**src/rtl/action_exec_if.sv**
```systemverilog
// Handshake bundle between the lookup stage, the action executor and the output-queue stage.
// The upstream side has no backpressure; the downstream side is valid/ready.
interface action_exec_if #(
    parameter int DATA_WIDTH = 480,
    parameter int CTRL_WIDTH = 32
);
    logic                  in_wr;
    logic [CTRL_WIDTH-1:0] in_ctl;
    logic [DATA_WIDTH-1:0] in_data;
    logic                  out_wr;
    logic [CTRL_WIDTH-1:0] out_ctl;
    logic [DATA_WIDTH-1:0] out_data;
    logic                  out_rdy;

    modport master (
        output in_wr,
        output in_ctl,
        output in_data,
        output out_rdy,
        input  out_wr,
        input  out_ctl,
        input  out_data
    );

    modport slave (
        input  in_wr,
        input  in_ctl,
        input  in_data,
        input  out_rdy,
        output out_wr,
        output out_ctl,
        output out_data
    );
endinterface

```
**src/rtl/action_exec.sv**
```systemverilog
// Action executor: buffers header words in a small FIFO, applies forward/drop/TTL/punt
// and holds each surviving word on the output until the output-queue stage accepts it.
module action_exec #(
    parameter int           DATA_WIDTH = 480,
    parameter int           CTRL_WIDTH = 32,
    parameter int           FIFO_AW    = 2,
    parameter int           TTL_LSB    = 176,
    parameter logic [7:0]   CPU_MASK   = 8'h80,
    parameter int           CNT_WIDTH  = 16
) (
    input  logic                 clk,
    input  logic                 rst,
    action_exec_if.slave         bus,
    output logic [CNT_WIDTH-1:0] pkt_cnt,
    output logic [CNT_WIDTH-1:0] drop_cnt,
    output logic [CNT_WIDTH-1:0] ovf_cnt
);
    localparam int                 DEPTH     = 2 ** FIFO_AW;
    localparam logic [FIFO_AW-1:0] PTR_ONE   = 1;
    localparam logic [FIFO_AW:0]   CNT_ONE   = 1;
    localparam logic [FIFO_AW:0]   CNT_FULL  = (FIFO_AW + 1)'(DEPTH);
    localparam logic [CNT_WIDTH-1:0] STAT_ONE = 1;

    typedef enum logic [1:0] {
        S_IDLE,
        S_EXEC,
        S_OUT
    } state_t;

    state_t r_state;
    state_t w_state_next;

    logic [CTRL_WIDTH-1:0] r_mem_ctl  [DEPTH];
    logic [DATA_WIDTH-1:0] r_mem_data [DEPTH];
    logic [FIFO_AW-1:0]    r_wr_ptr;
    logic [FIFO_AW-1:0]    r_rd_ptr;
    logic [FIFO_AW:0]      r_count;

    logic [CTRL_WIDTH-1:0] r_exec_ctl;
    logic [DATA_WIDTH-1:0] r_exec_data;
    logic                  r_out_wr;
    logic [CTRL_WIDTH-1:0] r_out_ctl;
    logic [DATA_WIDTH-1:0] r_out_data;

    logic                  w_full;
    logic                  w_empty;
    logic                  w_push;
    logic                  w_ovf;
    logic                  w_pop;
    logic                  w_fwd;
    logic                  w_drop;
    logic                  w_accept;
    logic [7:0]            w_ttl;
    logic                  w_res_drop;
    logic [CTRL_WIDTH-1:0] w_res_ctl;
    logic [DATA_WIDTH-1:0] w_res_data;
    logic [2:0]            w_cnt_inc;

    // Full is judged on the pre-edge occupancy, so a same-edge pop never rescues a write.
    assign w_full  = (r_count == CNT_FULL);
    assign w_empty = (r_count == '0);
    assign w_push  = bus.in_wr && !w_full;
    assign w_ovf   = bus.in_wr && w_full;

    always_ff @(posedge clk) begin
        if (w_push) begin
            r_mem_ctl[r_wr_ptr]  <= bus.in_ctl;
            r_mem_data[r_wr_ptr] <= bus.in_data;
        end
    end

    always_ff @(posedge clk or negedge rst) begin
        if (!rst) begin
            r_wr_ptr    <= '0;
            r_rd_ptr    <= '0;
            r_count     <= '0;
            r_exec_ctl  <= '0;
            r_exec_data <= '0;
        end else begin
            if (w_push) begin
                r_wr_ptr <= r_wr_ptr + PTR_ONE;
            end
            if (w_pop) begin
                r_rd_ptr    <= r_rd_ptr + PTR_ONE;
                r_exec_ctl  <= r_mem_ctl[r_rd_ptr];
                r_exec_data <= r_mem_data[r_rd_ptr];
            end
            case ({w_push, w_pop})
                2'b10:   r_count <= r_count + CNT_ONE;
                2'b01:   r_count <= r_count - CNT_ONE;
                default: r_count <= r_count;
            endcase
        end
    end

    // Action result for the word sitting in the exec register.
    always_comb begin
        w_res_ctl  = r_exec_ctl;
        w_res_data = r_exec_data;
        w_res_drop = 1'b0;
        w_ttl      = r_exec_data[TTL_LSB +: 8];
        case (r_exec_ctl[17:16])
            2'd1: w_res_drop = 1'b1;
            2'd2: begin
                if (w_ttl <= 8'd1) begin
                    w_res_drop = 1'b1;
                end else begin
                    w_res_data[TTL_LSB +: 8] = w_ttl - 8'd1;
                end
            end
            2'd3:    w_res_ctl[15:8] = CPU_MASK;
            default: w_res_drop = 1'b0;
        endcase
        w_res_ctl[17:16] = 2'b00;
    end

    always_ff @(posedge clk or negedge rst) begin
        if (!rst) begin
            r_state <= S_IDLE;
        end else begin
            r_state <= w_state_next;
        end
    end

    always_comb begin
        w_state_next = r_state;
        w_pop        = 1'b0;
        w_fwd        = 1'b0;
        w_drop       = 1'b0;
        w_accept     = 1'b0;
        case (r_state)
            S_IDLE: begin
                if (!w_empty) begin
                    w_pop        = 1'b1;
                    w_state_next = S_EXEC;
                end
            end
            S_EXEC: begin
                if (w_res_drop) begin
                    w_drop = 1'b1;
                    if (!w_empty) begin
                        w_pop        = 1'b1;
                        w_state_next = S_EXEC;
                    end else begin
                        w_state_next = S_IDLE;
                    end
                end else begin
                    w_fwd        = 1'b1;
                    w_state_next = S_OUT;
                end
            end
            S_OUT: begin
                if (bus.out_rdy) begin
                    w_accept = 1'b1;
                    if (!w_empty) begin
                        w_pop        = 1'b1;
                        w_state_next = S_EXEC;
                    end else begin
                        w_state_next = S_IDLE;
                    end
                end
            end
            default: w_state_next = S_IDLE;
        endcase
    end

    always_ff @(posedge clk or negedge rst) begin
        if (!rst) begin
            r_out_wr   <= 1'b0;
            r_out_ctl  <= '0;
            r_out_data <= '0;
        end else if (w_fwd) begin
            r_out_wr   <= 1'b1;
            r_out_ctl  <= w_res_ctl;
            r_out_data <= w_res_data;
        end else if (w_accept) begin
            r_out_wr <= 1'b0;
        end
    end

    assign bus.out_wr   = r_out_wr;
    assign bus.out_ctl  = r_out_ctl;
    assign bus.out_data = r_out_data;

    // Index 0: forwarded, 1: dropped by action, 2: lost to a full FIFO.
    assign w_cnt_inc = {w_ovf, w_drop, w_fwd};

    for (genvar gi = 0; gi < 3; gi++) begin : g_cnt
        logic [CNT_WIDTH-1:0] r_val;
        always_ff @(posedge clk or negedge rst) begin
            if (!rst) begin
                r_val <= '0;
            end else if (w_cnt_inc[gi] && (r_val != '1)) begin
                r_val <= r_val + STAT_ONE;
            end
        end
    end

    assign pkt_cnt  = g_cnt[0].r_val;
    assign drop_cnt = g_cnt[1].r_val;
    assign ovf_cnt  = g_cnt[2].r_val;
endmodule
```
**src/flat_wrapper.sv**
```systemverilog
// flat-port wrapper written by rule: the top's interface ports become plain ports
module action_exec_flat 
#(
    parameter int           DATA_WIDTH = 480,
    parameter int           CTRL_WIDTH = 32,
    parameter int           FIFO_AW    = 2,
    parameter int           TTL_LSB    = 176,
    parameter logic [7:0]   CPU_MASK   = 8'h80,
    parameter int           CNT_WIDTH  = 16
)
  (clk, rst, pkt_cnt, drop_cnt, ovf_cnt, bus_in_wr, bus_in_ctl, bus_in_data, bus_out_rdy, bus_out_wr, bus_out_ctl, bus_out_data);
  action_exec_if #(.DATA_WIDTH(DATA_WIDTH), .CTRL_WIDTH(CTRL_WIDTH)) bus_i ();
  input  logic clk;
  input  logic rst;
  output logic [CNT_WIDTH-1:0] pkt_cnt;
  output logic [CNT_WIDTH-1:0] drop_cnt;
  output logic [CNT_WIDTH-1:0] ovf_cnt;
  input wire logic [$bits(bus_i.in_wr)-1:0] bus_in_wr;
  input wire logic [$bits(bus_i.in_ctl)-1:0] bus_in_ctl;
  input wire logic [$bits(bus_i.in_data)-1:0] bus_in_data;
  input wire logic [$bits(bus_i.out_rdy)-1:0] bus_out_rdy;
  output wire logic [$bits(bus_i.out_wr)-1:0] bus_out_wr;
  output wire logic [$bits(bus_i.out_ctl)-1:0] bus_out_ctl;
  output wire logic [$bits(bus_i.out_data)-1:0] bus_out_data;
  assign bus_i.in_wr = bus_in_wr;
  assign bus_i.in_ctl = bus_in_ctl;
  assign bus_i.in_data = bus_in_data;
  assign bus_i.out_rdy = bus_out_rdy;
  assign bus_out_wr = bus_i.out_wr;
  assign bus_out_ctl = bus_i.out_ctl;
  assign bus_out_data = bus_i.out_data;
  action_exec #(.DATA_WIDTH(DATA_WIDTH), .CTRL_WIDTH(CTRL_WIDTH), .FIFO_AW(FIFO_AW), .TTL_LSB(TTL_LSB), .CPU_MASK(CPU_MASK), .CNT_WIDTH(CNT_WIDTH)) u_core (.clk(clk), .rst(rst), .bus(bus_i), .pkt_cnt(pkt_cnt), .drop_cnt(drop_cnt), .ovf_cnt(ovf_cnt));
endmodule
```
**config.mk**
```make
export PLATFORM = sky130hd
export DESIGN_NAME = action_exec_flat
export DESIGN_NICKNAME = d
export VERILOG_FILES = /design/src/rtl/action_exec_if.sv /design/src/rtl/action_exec.sv /design/src/flat_wrapper.sv
export SDC_FILE = /design/constraint.sdc
export NUM_CORES = 2
export LEC_CHECK = 0
export ABC_AREA = 1
export CAP_MARGIN = 20
export CORE_MARGIN = 2
export CORE_UTILIZATION = 60
export DETAILED_ROUTE_END_ITERATION = 10
export GPL_ROUTABILITY_DRIVEN = 0
export GPL_TIMING_DRIVEN = 0
export PLACE_DENSITY = 0.83
export SLEW_MARGIN = 30
export SYNTH_ARGS = -nofsm -noshare
export SYNTH_HDL_FRONTEND = slang
export SYNTH_SLANG_ARGS = --single-unit
```
**constraint.sdc**
```tcl
create_clock -name clk -period 40.4 [get_ports clk]
set_clock_uncertainty 0.2 [all_clocks]
set_input_delay 8.08 -clock clk [delete_from_list [all_inputs] [get_ports clk]]
set_output_delay 8.08 -clock clk [all_outputs]
set_load 0.02 [all_outputs]
```
After elaboration in Yosys (flattened, before gate mapping):

Memory sizes are Yosys's and may differ from the RTL's. A register that Yosys moved wholly into a read port is not among the register bits.
Cells that the tools add are included.

* order comparisons: 1
* add/sub/neg operators: 8
* muxes and demuxes: 25
* reduce and logical (&&, ||, !) cells: 13
* equality and inequality tests: 13

Operator list (number)
* 16-bit by 1-bit adder with 16-bit output (second input constant): 3
* 16-bit != test (second input constant): 3
* 8-bit 2-to-1 mux: 3
* 1-bit 2-to-1 mux: 15
* 2-bit equality test (second input constant): 4
* 8-bit by 1-bit <= comparator with 1-bit output (second input constant): 1
* 8-bit by 1-bit subtractor with 8-bit output (second input constant): 1
* 2-bit by 1-bit equality test with 1-bit output (second input constant): 3
* 2-bit 2-to-1 mux: 3
* 2-bit case mux with 3 select lines: 1
* 3-bit case mux with 2 select lines: 1
* 1-bit logical AND: 5
* 2-bit by 1-bit adder with 2-bit output (second input constant): 2
* 2-bit != test (second input constant): 2
* 2-bit nonzero test: 2
* 3-bit by 1-bit adder with 3-bit output (second input constant): 1
* 3-bit equality test (second input constant): 1
* 1-bit logical NOT: 3
* 3-bit logical NOT: 1
* 1-bit case mux with 3 select lines: 1
* 3-bit by 1-bit subtractor with 3-bit output (second input constant): 1
* 2-bit logical NOT: 1
* 1-bit case mux with 2 select lines: 1
* 2-bit AND reduction: 1

* memory bits (writable): 2048
* input port bits: 516
* bits in registers: 568
* logic and storage cells: 72
* output and inout port bits: 561
* memories kept: 2

Memories
* u_core.r_mem_data: words 4, width 480, rd ports 1, clocked after memory_dff 1, wr ports 1, RTL line action_exec.sv:34 `logic [DATA_WIDTH-1:0] r_mem_data [DEPTH];`
* u_core.r_mem_ctl: words 4, width 32, rd ports 1, clocked after memory_dff 1, wr ports 1, RTL line action_exec.sv:33 `logic [CTRL_WIDTH-1:0] r_mem_ctl [DEPTH];`

Longest topological paths before layout:

* depth in word-level cells: 7
* mapped depth: 20
* mapped depth without buffers: 18

Least setup slack after synthesis:

OpenSTA, ideal clock, no wires.

* kind: input -> register
* start point: input bus_in_wr
* end point: memory u_core.r_mem_ctl[0][0] (enable)
* arrival: 29441 ps
* stages: 2
* path slack: 9357 ps
* path through: nand2_1 nor2_1

* cells in the longest elaborated chain, start to end: 3

Ends and longest elaborated chain
* start, declared: RTL line flat_wrapper.sv:18 `input wire logic [$bits(bus_i.in_wr)-1:0] bus_in_wr;`
* 1-bit logical AND: RTL line action_exec.sv:62 `assign w_push = bus.in_wr && !w_full;`
* 1-bit 2-to-1 mux: RTL line action_exec.sv:66 `if (w_push) begin`
* 1-bit 2-to-1 mux (implied by the code): RTL line action_exec.sv:67 `r_mem_ctl[r_wr_ptr] <= bus.in_ctl;`
* end, declared: RTL line action_exec.sv:33

Every way passes these cells.

Worst setup path in the final report:

* start point: input bus_in_wr
* end point: memory u_core.r_mem_data[3][54] (enable)

* cells in the longest elaborated chain, start to end: 3

Ends and longest elaborated chain
* 1-bit logical AND: RTL line action_exec.sv:62
* 1-bit 2-to-1 mux: RTL line action_exec.sv:66
* 1-bit 2-to-1 mux (implied by the code): RTL line action_exec.sv:68 `r_mem_data[r_wr_ptr] <= bus.in_data;`
* end, declared: RTL line action_exec.sv:34

Every way passes these cells.

==> qor.yml <==
pwr:
  combPwrFrac_pct: 40.0
  seqPwrFrac_pct: 37.5
  p_leak_nw: 57.95
  p_sw_mw: 5.225
  internal_power_mw: 7.747
  irDropWorstVdd_v: 0.00006427
  swShare_pct: 40.28
  clkPwrFrac_pct: 22.5
  powerDensity_nw_per_um2: 88.60
route:
  drc_errors: 0
  dr_total_vias: 89410
  antenna_left: 0
  viasPerCell: 6.234
  initialDrtViolationCount: 13420
  first_pass_iters: 9
  routed_wl_mm: 385.9
  post_drt_wl_per_cell_um: 26.91
critical_path:
  worstPathArrival_ns: 11.74
  reg2reg_slack_ns: 36.13
  critPathLaunchType: "input pin"
  r2r_start: "u_core.r_count[0]$_DFFE_PN0P_"
  crit_path_start: "bus_in_wr"
  critPathMaxFanout: 18
  end_kind: "flip-flop"
  cp.required_ns: 40.85
  r2r_end: "u_core.r_mem_data[3][54]$_DFFE_PP_"
  r2r_cells: 16
  crit_type: "in2reg"
layout:
  syn2layout_area_growth_pct: 24.01
  multi_input_area_um2: 26260
  final_cell_count_no_fill: 14340
  regArea_um2: 88520
  fillers: 11080
  nets: 11850
  post_route_cells_drive_above_1_share_pct: 8.017
sta:
  relSlewSlack_pct: 30.02
  rsz0062_at_grt: "false"
  finalSetupTns_ns: 0
  hold_viol: 0
  setup_viol: 0
  drv_slew: 0
  period_needed_ns: 11.29
  finalCritPeriodShare_pct: 27.94
  tightestPinTransition_ns: 1.050
  fmax_ghz: 0.08860
floorplanning:
  num_rows: 162
  dieHeight_um: 447.6
  core_area_um2: 195200
  ioPinCount: 1077
  initial_core_util_pct: 60.49
  die_w_um: 447.6
  die-area_um2: 200300
worst_hold_path:
  holdPathStages: 2
  hold_start: "u_core.r_exec_data[5]$_DFFE_PN0P_"
  min_to: "u_core.bus.out_data[5]$_DFFE_PN0P_"
  hold_class: "reg2reg"
synth:
  synth-compound-area-share_pct: 7.279
  ys.warnings.count: 0
  netlist_area_um2: 118100
  yosysUniqueCellTypes: 34
  synthDominantCellAreaShare_pct: 52.09
  synth_area_leaders: "edfxtp_1 52%, dfrtp_1 23%, nand2_1 8.5%"
  avgSynthCellArea_um2: 12.07
  yosys.area.top_type: "edfxtp_1"
  ys_seq_area_share_pct: 74.98
  yosys.area_share.xor_xnor_pct: 0.3783
  synth_top_family_by_area: "simple AND/OR/NAND/NOR gates"
  ys_ff_latch: 3128
  yosys.area_share.simple_pct: 14.35
  synth_adder_area_share_pct: 0.1971
  synthMuxAreaShare_pct: 0
  synthCells: 9782
clocking:
  post_cts_buffers: 0
  cts-root-buf: "clkbuf_16"
  cts.htree.levels: 5
  cts_tree: "built"
  cts.path.max_buffers: 4
  cts.reportedPaths.clkPinSlew_ns: 0.06
  hold_buffers: 0
  clk_latency_ns: 0.96
  post_cts_resize_count: 0
  numCtsBuffers: 319
  cts_sinks: 3128
grt:
  grt_use_total_pct: 37.56
  grt_overflow_total: 0
  antenna_found_initial: 180
  grt_pass1_vias: 87320
  grt_pass1_wl_mm: 553.4
  grt_max_degree: 137
job:
  drv_cap: 0
status:
  status: "completed"
placement:
  numPortBuffers: 1074
  post-place-cells: 13620
  dp.final_hpwl_mm: 252.6
## area by class of cell
| cell class | instances | share of cell area (%) |
|---|---|---|
| multi-input combinational | 5964 | 17.93 |
| clock buffer | 439 | 6.222 |
| timing repair buffer | 1213 | 9.881 |
| buffer | 631 | 2.119 |
| inverter | 60 | 0.1538 |
| sequential | 3128 | 60.46 |
| antenna | 155 | 0.2649 |
| tap | 2624 | 2.242 |
| clock inverter | 128 | 0.7187 |
## synth_stat cells (all sizes together)
cell	number
a22o	1
ha	17
a21oi	4
buf	295
o22ai	513
nand4	10
clkbuf	336
xnor2	23
xor2	28
inv	59
o31ai	2
clkinv	1
conb	1
nor2	1068
nand3	545
nor3b	1
nor3	11
o21ai	1062
edfxtp	2048
o21a	1
a31oi	3
fa	1
nand2	2668
dfrtp	1080
nand3b	4
## sequential cells by signal, indices dropped and copies added, names as in the netlist
register             count
u_core.bus.out_ctl      30
u_core.bus.out_data    480
u_core.bus.out_wr        1
u_core.drop_cnt         16
u_core.ovf_cnt          16
u_core.pkt_cnt          16
u_core.r_count           3
u_core.r_exec_ctl       32
u_core.r_exec_data     480
u_core.r_mem_ctl       128
u_core.r_mem_data     1920
u_core.r_rd_ptr          2
u_core.r_state           2
u_core.r_wr_ptr          2
## cell usage in the layout (no fill, tap or decap), types with 66 or more instances in the layout
master and instances:
nand3_1 544, clkinv_2 66, nand2_1 2660, edfxtp_1 2048
dfrtp_1 1080, nor2_1 1062, clkbuf_1 396, o22ai_1 513
buf_2 207, buf_16 129, o21ai_0 1058, clkdlybuf4s50_1 1073
clkbuf_16 334, diode_2 155
## through the flow
| step | setup WS, ns | area [um2] | hold slack, ns | util [%] | power (mW) |
|---|---|---|---|---|---|
| 2_1_floorplan | 9.357 | 118100 | 0.2422 | - | 7.943 |
| 3_3_place_gp | -16.82 | 132100 | 0.2524 | 67.68 | 10.12 |
| 3_5_place_dp | 28.21 | 135900 | 0.2504 | 69.60 | 9.836 |
| 4_1_cts | 29.20 | 146000 | 0.2557 | 74.81 | 12.82 |
| 5_1_grt | 29.00 | 146300 | 0.2826 | 74.96 | 13.48 |
| 6_report | 29.11 | 146400 | 0.2605 | 75.01 | 12.97 |
## worst max-delay path, stage by stage
cell and delay (ns):
clkdlybuf4s50_1 0.50, nand2_1 0.35, nor2_4 0.49, buf_8 0.22, buf_8 0.18, buf_8 0.19
buf_16 0.19, buf_16 0.18, buf_16 0.18, buf_16 0.19, buf_16 0.18, buf_16 0.17
buf_16 0.18, buf_16 0.18, buf_16 0.17
## per-layer routing
| layer | vias to the layer above | wire, um | GRT usage, % |
|---|---|---|---|
| li1 | 37280 | - | - |
| met2 | 6986 | 177300 | 57.10 |
| met1 | 43410 | 125300 | 45.04 |
| met3 | 1653 | 44000 | 9.654 |
| met5 | - | 508 | 0 |
| met4 | 78 | 38760 | 32.12 |
## power groups by stage
stage                     registers (mW)  clock network, mW  logic, mW
after floorplan                     5.42                  0       2.52
after global placement              5.58                  0       4.53
after detailed placement            4.88                  0       4.96
after CTS                           4.84               2.90       5.08
after global routing                4.91               3.03       5.53
final                               4.87               2.91       5.19
## cell families (layout without fill, tap and decap cells)
logic type / after synthesis / in the layout
AOI/OAI and AO/OA: 1586 / 1586
buffers and inverters: 691 / 2471
and+or+nand+nor: 4307 / 4307
adders and majority gates: 18 / 18
DFF: 3128 / 3128
other: 1 / 157
xor gates and xnor gates: 51 / 51
## worst max-delay path by stage
stage                                               end  slack [ns]  cells past startpoint
floorplan              u_core.r_mem_ctl[0][0]$_DFFE_PP_        9.36                      2
global placement    u_core.r_exec_data[410]$_DFFE_PN0P_      -16.82                      1
detailed placement   u_core.r_mem_data[3][55]$_DFFE_PP_       28.21                     15
CTS                  u_core.r_mem_data[3][49]$_DFFE_PP_       29.20                     15
global route         u_core.r_mem_data[3][54]$_DFFE_PP_       29.00                     15
finish               u_core.r_mem_data[3][54]$_DFFE_PP_       29.11                     15
Power figures use the tool's default switching activity.
